==> config.mk <==
export PLATFORM = sky130hd
export DESIGN_NAME = serial_word_packer
export DESIGN_NICKNAME = d
export VERILOG_FILES = /design/src/rtl/serial_pack_pkg.sv /design/src/rtl/word_hold_reg.sv /design/src/rtl/serial_word_packer.sv
export SDC_FILE = /design/constraint.sdc
export NUM_CORES = 1
export LEC_CHECK = 0
export ABC_AREA = 1
export CELL_PAD_IN_SITES_DETAIL_PLACEMENT = 1
export CELL_PAD_IN_SITES_GLOBAL_PLACEMENT = 2
export CORE_MARGIN = 5
export CORE_UTILIZATION = 29
export CTS_BUF_LIST = sky130_fd_sc_hd__clkbuf_16
export CTS_CLUSTER_DIAMETER = 30
export CTS_CLUSTER_SIZE = 24
export DETAILED_ROUTE_END_ITERATION = 16
export HOLD_SLACK_MARGIN = 0.02
export PLACE_DENSITY_LB_ADDON = 0.1
export RECOVER_POWER = 25
export SETUP_SLACK_MARGIN = 0.4
export SLEW_MARGIN = 20
export SYNTH_ARGS = -nofsm -noshare
export SYNTH_HDL_FRONTEND = slang
export SYNTH_SLANG_ARGS = --single-unit
==> constraint.sdc <==
create_clock -name clk -period 2.55 [get_ports clk]
set_input_delay 0.255 -clock clk [delete_from_list [all_inputs] [get_ports clk]]
set_output_delay 0.255 -clock clk [all_outputs]
set_load 0.01 [all_outputs]
==> src/rtl/serial_pack_pkg.sv <==
`default_nettype none
// ============================================================================
// Module   : serial_pack_pkg
// Purpose  : Shared definitions for the serial word packer: default widths,
//            the packer FSM state encoding and a width helper.
// Revision : 1.0 - initial release
// ============================================================================
package serial_pack_pkg;

   // Default word width and frame-counter width
   localparam int WORD_W_DEF = 8;
   localparam int CNT_W_DEF  = 8;

   // Packer FSM states, explicit 2-bit encoding
   typedef enum logic [1:0] {
      IDLE    = 2'd0,
      ARMED   = 2'd1,
      COLLECT = 2'd2
   } pack_state_t;

   // Width needed to hold a bit count in the range 0..word_w
   function automatic int nbits_width(input int word_w);
      return $clog2(word_w) + 1;
   endfunction

endpackage
`default_nettype wire

==> src/rtl/word_hold_reg.sv <==
`default_nettype none
// ============================================================================
// Module   : word_hold_reg
// Purpose  : 1-deep valid/ready holding register for packed words. Accepts a
//            push when empty or when the current word leaves in the same
//            cycle; otherwise drops the word and raises a sticky overflow.
// Revision : 1.0 - initial release
// ============================================================================
module word_hold_reg
   import serial_pack_pkg::*;
#(
   parameter int WORD_W = WORD_W_DEF,
   parameter int NB_W   = nbits_width(WORD_W_DEF)
)(
   input  logic              clk,
   input  logic              rst,
   input  logic              push,
   input  logic [WORD_W-1:0] push_word,
   input  logic [NB_W-1:0]   push_nbits,
   input  logic              push_last,
   input  logic              pop_ready,
   output logic              accepted,
   output logic [WORD_W-1:0] word_out,
   output logic [NB_W-1:0]   word_nbits,
   output logic              word_last,
   output logic              word_valid,
   output logic              overflow
);

   logic              r_valid;
   logic [WORD_W-1:0] r_word;
   logic [NB_W-1:0]   r_nbits;
   logic              r_last;
   logic              r_overflow;

   logic              w_pop;
   logic              w_accept;

   // The slot is free for a new word if empty or being drained this cycle
   always_comb begin
      w_pop    = r_valid & pop_ready;
      w_accept = push & (~r_valid | pop_ready);
   end

   // Holding register: load on accept, clear valid on a bare pop, flag drops
   always_ff @(posedge clk) begin
      if (rst) begin
         r_valid    <= 1'b0;
         r_word     <= '0;
         r_nbits    <= '0;
         r_last     <= 1'b0;
         r_overflow <= 1'b0;
      end else begin
         if (w_accept) begin
            r_valid <= 1'b1;
            r_word  <= push_word;
            r_nbits <= push_nbits;
            r_last  <= push_last;
         end else if (w_pop) begin
            r_valid <= 1'b0;
         end
         if (push && !w_accept) begin
            r_overflow <= 1'b1;
         end
      end
   end

   assign accepted   = w_accept;
   assign word_out   = r_word;
   assign word_nbits = r_nbits;
   assign word_last  = r_last;
   assign word_valid = r_valid;
   assign overflow   = r_overflow;

endmodule
`default_nettype wire

==> src/rtl/serial_word_packer.sv <==
`default_nettype none
// ============================================================================
// Module   : serial_word_packer
// Purpose  : Packs the gated serial stream (qualified by ser_en, framed by
//            wake) MSB-first into WORD_W-bit words, emits partial frame-final
//            words, counts words per frame and pulses frame_done at frame end.
// Revision : 1.0 - initial release
// ============================================================================
module serial_word_packer
   import serial_pack_pkg::*;
#(
   parameter int WORD_W = WORD_W_DEF,
   parameter int CNT_W  = CNT_W_DEF
)(
   input  logic                   clk,
   input  logic                   rst,
   input  logic                   ser_in,
   input  logic                   ser_en,
   input  logic                   wake,
   output logic [WORD_W-1:0]      word_out,
   output logic                   word_valid,
   input  logic                   word_ready,
   output logic                   word_last,
   output logic [$clog2(WORD_W):0] word_nbits,
   output logic [CNT_W-1:0]       frame_words,
   output logic                   frame_done,
   output logic                   overflow
);

   localparam int c_nb_w = $clog2(WORD_W) + 1;
   localparam int c_bc_w = $clog2(WORD_W);
   localparam logic [c_bc_w-1:0] c_last_cnt = c_bc_w'(WORD_W - 1);
   localparam logic [c_nb_w-1:0] c_full_nb  = c_nb_w'(WORD_W);

   pack_state_t       r_state;
   pack_state_t       w_state_nxt;

   logic [WORD_W-1:0] r_sr;
   logic [c_bc_w-1:0] r_cnt;
   logic              r_wake_q;
   logic              r_frame_done;
   logic [CNT_W-1:0]  r_frame_words;

   logic              w_wake_rise;
   logic [WORD_W-1:0] w_full_word;
   logic [c_nb_w-1:0] w_shamt;
   logic [WORD_W-1:0] w_partial_word;

   logic              w_shift;
   logic [c_bc_w-1:0] w_cnt_nxt;
   logic              w_push;
   logic [WORD_W-1:0] w_push_word;
   logic [c_nb_w-1:0] w_push_nbits;
   logic              w_push_last;
   logic              w_frame_end;
   logic              w_frame_clr;
   logic              w_accepted;

   // Derived datapath values: edge detect, completed word, left-aligned partial
   always_comb begin
      w_wake_rise    = wake & ~r_wake_q;
      w_full_word    = {r_sr[WORD_W-2:0], ser_in};
      w_shamt        = c_full_nb - {1'b0, r_cnt};
      // Stale bits above the valid count fall off the top of the shift
      w_partial_word = r_sr << w_shamt;
   end

   // FSM next state plus control strobes for the datapath and holding register
   always_comb begin
      w_state_nxt  = r_state;
      w_shift      = 1'b0;
      w_cnt_nxt    = r_cnt;
      w_push       = 1'b0;
      w_push_word  = '0;
      w_push_nbits = '0;
      w_push_last  = 1'b0;
      w_frame_end  = 1'b0;
      w_frame_clr  = 1'b0;
      case (r_state)
         IDLE: begin
            if (w_wake_rise) begin
               w_state_nxt = ARMED;
               w_cnt_nxt   = '0;
               w_frame_clr = 1'b1;
            end
         end
         ARMED: begin
            if (!wake) begin
               w_state_nxt = IDLE;
            end else if (ser_en) begin
               w_shift     = 1'b1;
               w_cnt_nxt   = c_bc_w'(1);
               w_state_nxt = COLLECT;
            end
         end
         COLLECT: begin
            if (!wake) begin
               // Abort: partial bits are discarded silently
               w_cnt_nxt   = '0;
               w_state_nxt = IDLE;
            end else if (ser_en) begin
               w_shift = 1'b1;
               if (r_cnt == c_last_cnt) begin
                  w_push       = 1'b1;
                  w_push_word  = w_full_word;
                  w_push_nbits = c_full_nb;
                  w_cnt_nxt    = '0;
               end else begin
                  w_cnt_nxt = r_cnt + c_bc_w'(1);
               end
            end else begin
               if (r_cnt != '0) begin
                  w_push       = 1'b1;
                  w_push_word  = w_partial_word;
                  w_push_nbits = {1'b0, r_cnt};
                  w_push_last  = 1'b1;
               end
               w_cnt_nxt   = '0;
               w_frame_end = 1'b1;
               w_state_nxt = ARMED;
            end
         end
         default: begin
            w_state_nxt = IDLE;
         end
      endcase
   end

   // FSM state register
   always_ff @(posedge clk) begin
      if (rst) begin
         r_state <= IDLE;
      end else begin
         r_state <= w_state_nxt;
      end
   end

   // Shift register, bit counter, wake history and frame-end pulse
   always_ff @(posedge clk) begin
      if (rst) begin
         r_sr         <= '0;
         r_cnt        <= '0;
         r_wake_q     <= 1'b0;
         r_frame_done <= 1'b0;
      end else begin
         r_wake_q     <= wake;
         r_cnt        <= w_cnt_nxt;
         r_frame_done <= w_frame_end;
         if (w_shift) begin
            r_sr <= w_full_word;
         end
      end
   end

   // Per-frame count of words that made it into the holding register
   always_ff @(posedge clk) begin
      if (rst) begin
         r_frame_words <= '0;
      end else if (w_frame_clr) begin
         r_frame_words <= '0;
      end else if (w_accepted && (r_frame_words != {CNT_W{1'b1}})) begin
         r_frame_words <= r_frame_words + CNT_W'(1);
      end
   end

   word_hold_reg #(
      .WORD_W (WORD_W),
      .NB_W   (c_nb_w)
   ) u_hold (
      .clk        (clk),
      .rst        (rst),
      .push       (w_push),
      .push_word  (w_push_word),
      .push_nbits (w_push_nbits),
      .push_last  (w_push_last),
      .pop_ready  (word_ready),
      .accepted   (w_accepted),
      .word_out   (word_out),
      .word_nbits (word_nbits),
      .word_last  (word_last),
      .word_valid (word_valid),
      .overflow   (overflow)
   );

   assign frame_words = r_frame_words;
   assign frame_done  = r_frame_done;

endmodule
`default_nettype wire

==> results of run 1 <==
flip-flops by register name, summed over array words and instances, names as in the netlist:
signal and cells:
frame_words 8, r_sr 8, u_hold.word_out 8, u_hold.word_nbits 4, r_cnt 3, r_state 2, frame_done 1, r_wake_q 1
u_hold.overflow 1, u_hold.word_last 1, u_hold.word_valid 1
metrics by stage:
stage	worst slack [ps]	instance area, µm²
floorplan	748	2010
detailed placement	304	2390
global placement	398	2390
finish	603	2540
global route	408	2540
CTS	461	2540
worst register-to-register path, cell delays in order (launching register included):
cell      delay (ps)
dfxtp_4          420
clkinv_1         120
ha_1             210
ha_1             180
nor2_1           140
nand3_1          170
nand2_4          160
nand3_4          160
o21ai_0          210
a21oi_1           60
report_power, final:
group	switching, µW	internal [µW]	leakage (µW)
Clock	242	357	0.0000672
Sequential	58.0	657	0.000309
Combinational	430	209	0.000686
Total	730	1220	0.00106
routing by layer:
| metal | GRT usage | vias to the layer above | part of all wire |
|---|---|---|---|
| met1 | 0.197 | 853 | 0.54 |
| met5 | 0 | - | 0 |
| met4 | 0.0403 | 0 | 0.0087 |
| met3 | 0.0306 | 4 | 0.044 |
| met2 | 0.189 | 36 | 0.40 |
| li1 | - | 1012 | - |
repair_timing:
item                       in CTS  in global routing
hold endpoints to repair        0                  0
setup endpoints to repair      16                 15
resized for setup               1                  2
synthesized netlist by cell type:
cell type and number:
ha_1 10, clkinv_1 1, a21oi_1 35, xnor2_1 2, nand3_1 24, o21ai_1 3, nor3b_1 1, xor2_1 1
nor3_1 4, nor2_1 12, clkinv_4 2, nand2_4 2, clkbuf_1 4, inv_1 33, nand3_4 1, dfxtp_1 38
nand4_1 2, nand2_1 94, nand3b_1 1, buf_6 1, buf_2 2, o21ai_0 18, o211ai_1 1, nor2_4 1
nand2_2 2
final cells by class:
type	count	area, µm²
fill	856	4220
multi-input combinational	214	1070
sequential	38	764
timing repair buffer	33	320
inverter	36	145
clock buffer	5	125
tap	80	100
clock inverter	3	16.3
how the worst max path moves through the flow:
stage               startpoint  slack [ps]                 end
finish                r_cnt[0]         600      frame_words[2]
global route          r_cnt[0]         410      frame_words[2]
CTS                   r_cnt[0]         460  u_hold.word_out[7]
detailed placement    r_cnt[0]         300  u_hold.word_out[7]
global placement      r_cnt[0]         400  u_hold.word_out[3]
floorplan             r_cnt[0]         750  u_hold.word_out[7]
cell families after synthesis:
logic type,Yosys count
AOI/OAI and AO/OA,57
xor gates and xnor gates,3
adders and majority gates,10
buffers and inverters,43
DFF,38
and+or+nand+nor,144
==> out/summary.txt, run 1 <==
combined area of all synthesized cells = 0.00201 mm²
final estimated routing congestion in global placement = 0.772
number of buffers created by CTS = 5
synthesized flop and latch total = 38
Core Rows = 30
die outline height = 93.3 µm
largest area contributor in the netlist = dfxtp_1
RSZ-0062 raised after global routing = no
Critical R2R Capture = frame_words[2]
CP top delay family = simple AND/OR/NAND/NOR gates
endpoint class of the critical path = flop
CTS clk-pin slew, worst paths = 60 ps
detailed-route via count = 1905
top library cells by usage in the layout, fill and taps aside = 95 x nand2_1, 37 x dfxtp_1, 35 x a21oi_1, 33 x inv_1, 24 x nand3_1
leakage dissipation = 0.00106 µW
logic depth of the worst path, buffers included = 9
count of endpoints failing hold in the final timing report = 0
H-tree lvl count = 2
Clock Sinks = 38
area added between synthesis and finish = 26.3%
synthesized instance count = 295
post-CTS setup buffer count = 0
cells taking the most area after synthesis = dfxtp_1 38%, nand2_1 18%, a21oi_1 8.7%
CTS tree = yes
power density over the cells = 769 mW/mm²
hold buffer count at CTS = 0
Worst Tran Pin Value = 509 ps
R2R setup slack = 600 ps
number of buffer cells added on primary ports = 29
first-pass GRT wire length = 9230 µm
source of the worst register-to-register timing path = r_cnt[0]
depth of the worst hold-timing path = 2
compound-cell area share of the yosys netlist = 0.143
synthesized-area fraction occupied by and/or/nand/nor cells = 0.313
mean post-synth cell area = 6.82 µm²
Yosys warning count = 0
die boundary width = 93.3 µm
total iterations of the first detailed-routing run = 4
DRT iter0 DRCs = 39
Top Ports = 30
final cell count without fillers = 409
delay of the slowest critical-path stage = 420 ps
Fin Clk Skew = 7.61 ps
share of final-layout standard cells stronger than drive strength 1 = 0.0608
number of antenna violations at the first check in global routing = 0
area of the core = 0.00676 mm²
cell type with the highest occurrence count on the critical path = ha_1
detailed-route wire length = 5540 µm
commonest non-fill, non-tap cell in the layout = nand2_1
Tot Pwr = 1950 µW
share of Yosys cell area claimed by the top area cell type = 0.378
utilization after layout = 0.376
clock period minus worst slack = 1950 ps
chain of cells forming the critical path = clkinv_1, ha_1, ha_1, nor2_1, nand3_1, nand2_4, nand3_4, o21ai_0, a21oi_1
main combinational cell family by area after synthesis = simple AND/OR/NAND/NOR gates
worst min-delay path startpoint = u_hold.word_out[3]
CP Data Arrival Time = 2110 ps
peak clock frequency supported by timing = 514 MHz
result of the run = complete, no violations
worst path buffer plus inverter count = 1
DPL Wire Length = 4320 µm
logic depth of the worst register-to-register path = 9
Antenna diodes = 0
fin nets = 344
starting utilization of the core area = 0.298
Via density = 4.66
part of the Yosys area used for sequential elements = 0.378
average wire length per cell after detail routing = 13.5 µm
category of the most critical setup path = reg -> reg
worst hold-check slack = 459 ps
Max-cap violations = 0
DRC violations left = 0
Bufs on Longest Clock Path = 2
startpoint type of the worst setup path = flop
master cell of the clock root buffer = clkbuf_16
Slew Limit Fails = 0
final setup violating endpoints = 0
cell with the largest stage delay on the worst path = dfxtp_4
Overall Global Routing Usage = 0.133
Synthesized Nets = 311
terminating pin of the worst hold path = u_hold.word_out[3]
global-route congestion overflow total = 0
worst skew pair latency = 280 ps
post-synthesis mux area share = 0
worst hold path type = reg -> reg
pin count of the biggest net entering global routing = 17
final setup TNS = 0 ps
cell total after placement = 401
xor/xnor share of the synthesized area = 0.0131
number of different library cells in the post-synthesis netlist = 25
required time at the endpoint of the critical path = 2710 ps
count of antenna-violating nets left after detailed routing = 0
worst-case headroom to the max-slew limit = 0.660
via count of the first global-routing pass = 1851
Synth Area in Adders = 0.0622
full die area = 0.00870 mm²
post-route fraction of the period consumed by the critical path = 0.763
worst IR drop on VDD = 0.000330 V
critical path peak fanout = 13
Power figures use the tool's default switching activity.
==> run 2, diff against run 1 <==
--- a/config.mk
+++ b/config.mk
@@ -9,7 +9,7 @@
 export CELL_PAD_IN_SITES_DETAIL_PLACEMENT = 1
 export CELL_PAD_IN_SITES_GLOBAL_PLACEMENT = 2
 export CORE_MARGIN = 5
-export CORE_UTILIZATION = 29
+export CORE_UTILIZATION = 26
 export CTS_BUF_LIST = sky130_fd_sc_hd__clkbuf_16
 export CTS_CLUSTER_DIAMETER = 30
 export CTS_CLUSTER_SIZE = 24
==> constraint.sdc (replaced) <==
create_clock -name clk -period 1.6 [get_ports clk]
set_input_delay 0.16 -clock clk [delete_from_list [all_inputs] [get_ports clk]]
set_output_delay 0.16 -clock clk [all_outputs]
set_load 0.01 [all_outputs]
==> out/summary.txt, run 2 (same netlist as run 1, synthesis figures left out) <==
area added between synthesis and finish = 61.7%
worst IR drop on VDD = 0.000544 V (+65%)
area of the core = 0.00765 mm² (+13%)
final estimated routing congestion in global placement = 0.771 (-0.10%)
Via density = 4.61 (-1.0%)
cell total after placement = 443 (+10%)
critical path peak fanout = 7 (-6)
pin count of the biggest net entering global routing = 16 (-1)
Max-cap violations = 0 (unchanged)
Core Rows = 32 (+6.7%)
final cell count without fillers = 466 (+14%)
detailed-route wire length = 6700 µm (+21%)
Tot Pwr = 3930 µW (+100%)
count of endpoints failing hold in the final timing report = 0 (unchanged)
fin nets = 379 (+10%)
master cell of the clock root buffer = clkbuf_16
top library cells by usage in the layout, fill and taps aside = 84 x nand2_1, 35 x dfxtp_1, 28 x inv_1, 26 x buf_4, 21 x dlygate4sd2_1
average wire length per cell after detail routing = 14.4 µm (+6.2%)
CP Data Arrival Time = 1790 ps (-320 ps)
number of fillers in the final layout = 934 (+9.1%)
count of antenna-violating nets left after detailed routing = 0 (unchanged)
power density over the cells = 1210 mW/mm² (+57%)
worst hold path type = reg -> reg
number of buffer cells added on primary ports = 29 (unchanged)
depth of the worst hold-timing path = 2 (unchanged)
RSZ-0062 raised after global routing = yes
CTS tree = yes
category of the most critical setup path = reg -> reg
first-pass GRT wire length = 11300 µm (+22%)
Fin Clk Skew = 6.69 ps (-0.918 ps)
logic depth of the worst register-to-register path = 10 (+1)
Multi-input gate area = 0.00149 mm² (+39%)
DPL Wire Length = 4720 µm (+9.3%)
endpoint class of the critical path = flop
number of buffers created by CTS = 5 (unchanged)
final setup TNS = 0 ps (unchanged)
utilization after layout = 0.425 (+0.0491)
Clock Sinks = 38 (unchanged)
Slew Limit Fails = 0 (unchanged)
leakage dissipation = 0.00139 µW (+31%)
required time at the endpoint of the critical path = 1820 ps (-890 ps)
global-route congestion overflow total = 0 (unchanged)
H-tree lvl count = 2 (unchanged)
Worst Tran Pin Value = 526 ps (+17.6 ps)
number of antenna violations at the first check in global routing = 0 (unchanged)
result of the run = complete, no violations
clock period minus worst slack = 1570 ps (-377 ps)
startpoint type of the worst setup path = flop
worst skew pair latency = 280 ps (about the same)
sequential standard cell area = 769 µm² (+0.65%)
DRT iter0 DRCs = 41 (+5.1%)
Top Ports = 30 (unchanged)
detailed-route via count = 2148 (+13%)
Overall Global Routing Usage = 0.146 (+0.0126)
DRC violations left = 0 (unchanged)
Bufs on Longest Clock Path = 2 (unchanged)
Antenna diodes = 0 (unchanged)
starting utilization of the core area = 0.263 (-0.0347)
commonest non-fill, non-tap cell in the layout = nand2_1
via count of the first global-routing pass = 2226 (+20%)
worst hold-check slack = 454 ps (-4.89 ps)
full die area = 0.00959 mm² (+10%)
share of final-layout standard cells stronger than drive strength 1 = 0.341 (+0.280)
peak clock frequency supported by timing = 637 MHz (+24%)
die outline height = 97.9 µm (+5.0%)
worst-case headroom to the max-slew limit = 0.649 (-0.0112)
post-route fraction of the period consumed by the critical path = 0.981 (+0.217)
die boundary width = 97.9 µm (+5.0%)
CTS clk-pin slew, worst paths = 60 ps (about the same)
final setup violating endpoints = 0 (unchanged)
total iterations of the first detailed-routing run = 4 (unchanged)
## run 2: changes by cell type in the layout (fill, tap and decap cells not counted), moves of 11 or more
cell | previous run | this run
o21ai_0 | 18 | 2
dlygate4sd2_1 | 0 | 21
clkdlybuf4s50_1 | 15 | 4
a21oi_1 | 35 | 17
o21ai_2 | 0 | 14
buf_4 | 4 | 26
nand2_1 | 95 | 84
dlygate4sd3_1 | 14 | 1
a21oi_2 | 0 | 18
## run 2: routing by layer
| metal | vias to the layer above | wire length [µm] | GRT usage |
|---|---|---|---|
| li1 | 1096 | - | - |
| met1 | 1022 | 3070 | 0.181 |
| met2 | 23 | 3350 | 0.254 |
| met3 | 7 | 207 | 0.0300 |
| met4 | 0 | 71 | 0.0415 |
| met5 | - | 0 | 0 |
## run 2: critical path: stages (launching register included)
cell and delay, ps:
dfxtp_4 370, clkinv_4 50, ha_4 150, ha_4 150
nor2_4 120, nand3_4 110, nand2_8 120, nand3_4 130
clkinv_4 130, nand2_1 70, a21oi_2 100
## run 2: what timing repair did
action,in CTS,in global routing
setup endpoints to repair,60,39
gates cloned,4,0
hold buffers,0,0
pin swaps,29,17
resized for setup,90,32
setup buffers,7,4
## run 2: final cells by class
cell class / count / share of cell area
clock buffers: 5 / 0.0385
clock inverters: 3 / 0.00385
inverters: 36 / 0.0508
multi-input cells: 217 / 0.457
flip-flops and latches: 38 / 0.237
well taps: 102 / 0.0393
repair buffers: 64 / 0.171
repair inverters: 1 / 0.00269
## run 2: through the flow
stage	cell area, µm²	worst slack (ps)
floorplan	2120	125
global placement	2680	-39.3
detailed placement	2680	-65.4
CTS	3130	4.46
global route	3250	-72.3
finish	3250	30.6
## run 2: power by group
part	switching, µW	internal, µW
Combinational	1050	782
Clock	396	564
Sequential	87.9	1060
## run 2: final timing paths
path / startpoint / endpoint / slack, ps
setup / recovery: r_cnt[0] / frame_words[3] / 30
setup reg to reg: r_cnt[0] / frame_words[3] / 30
hold reg to reg: u_hold.word_nbits[3] / u_hold.word_nbits[3] / 450
hold / removal: u_hold.word_nbits[3] / u_hold.word_nbits[3] / 450
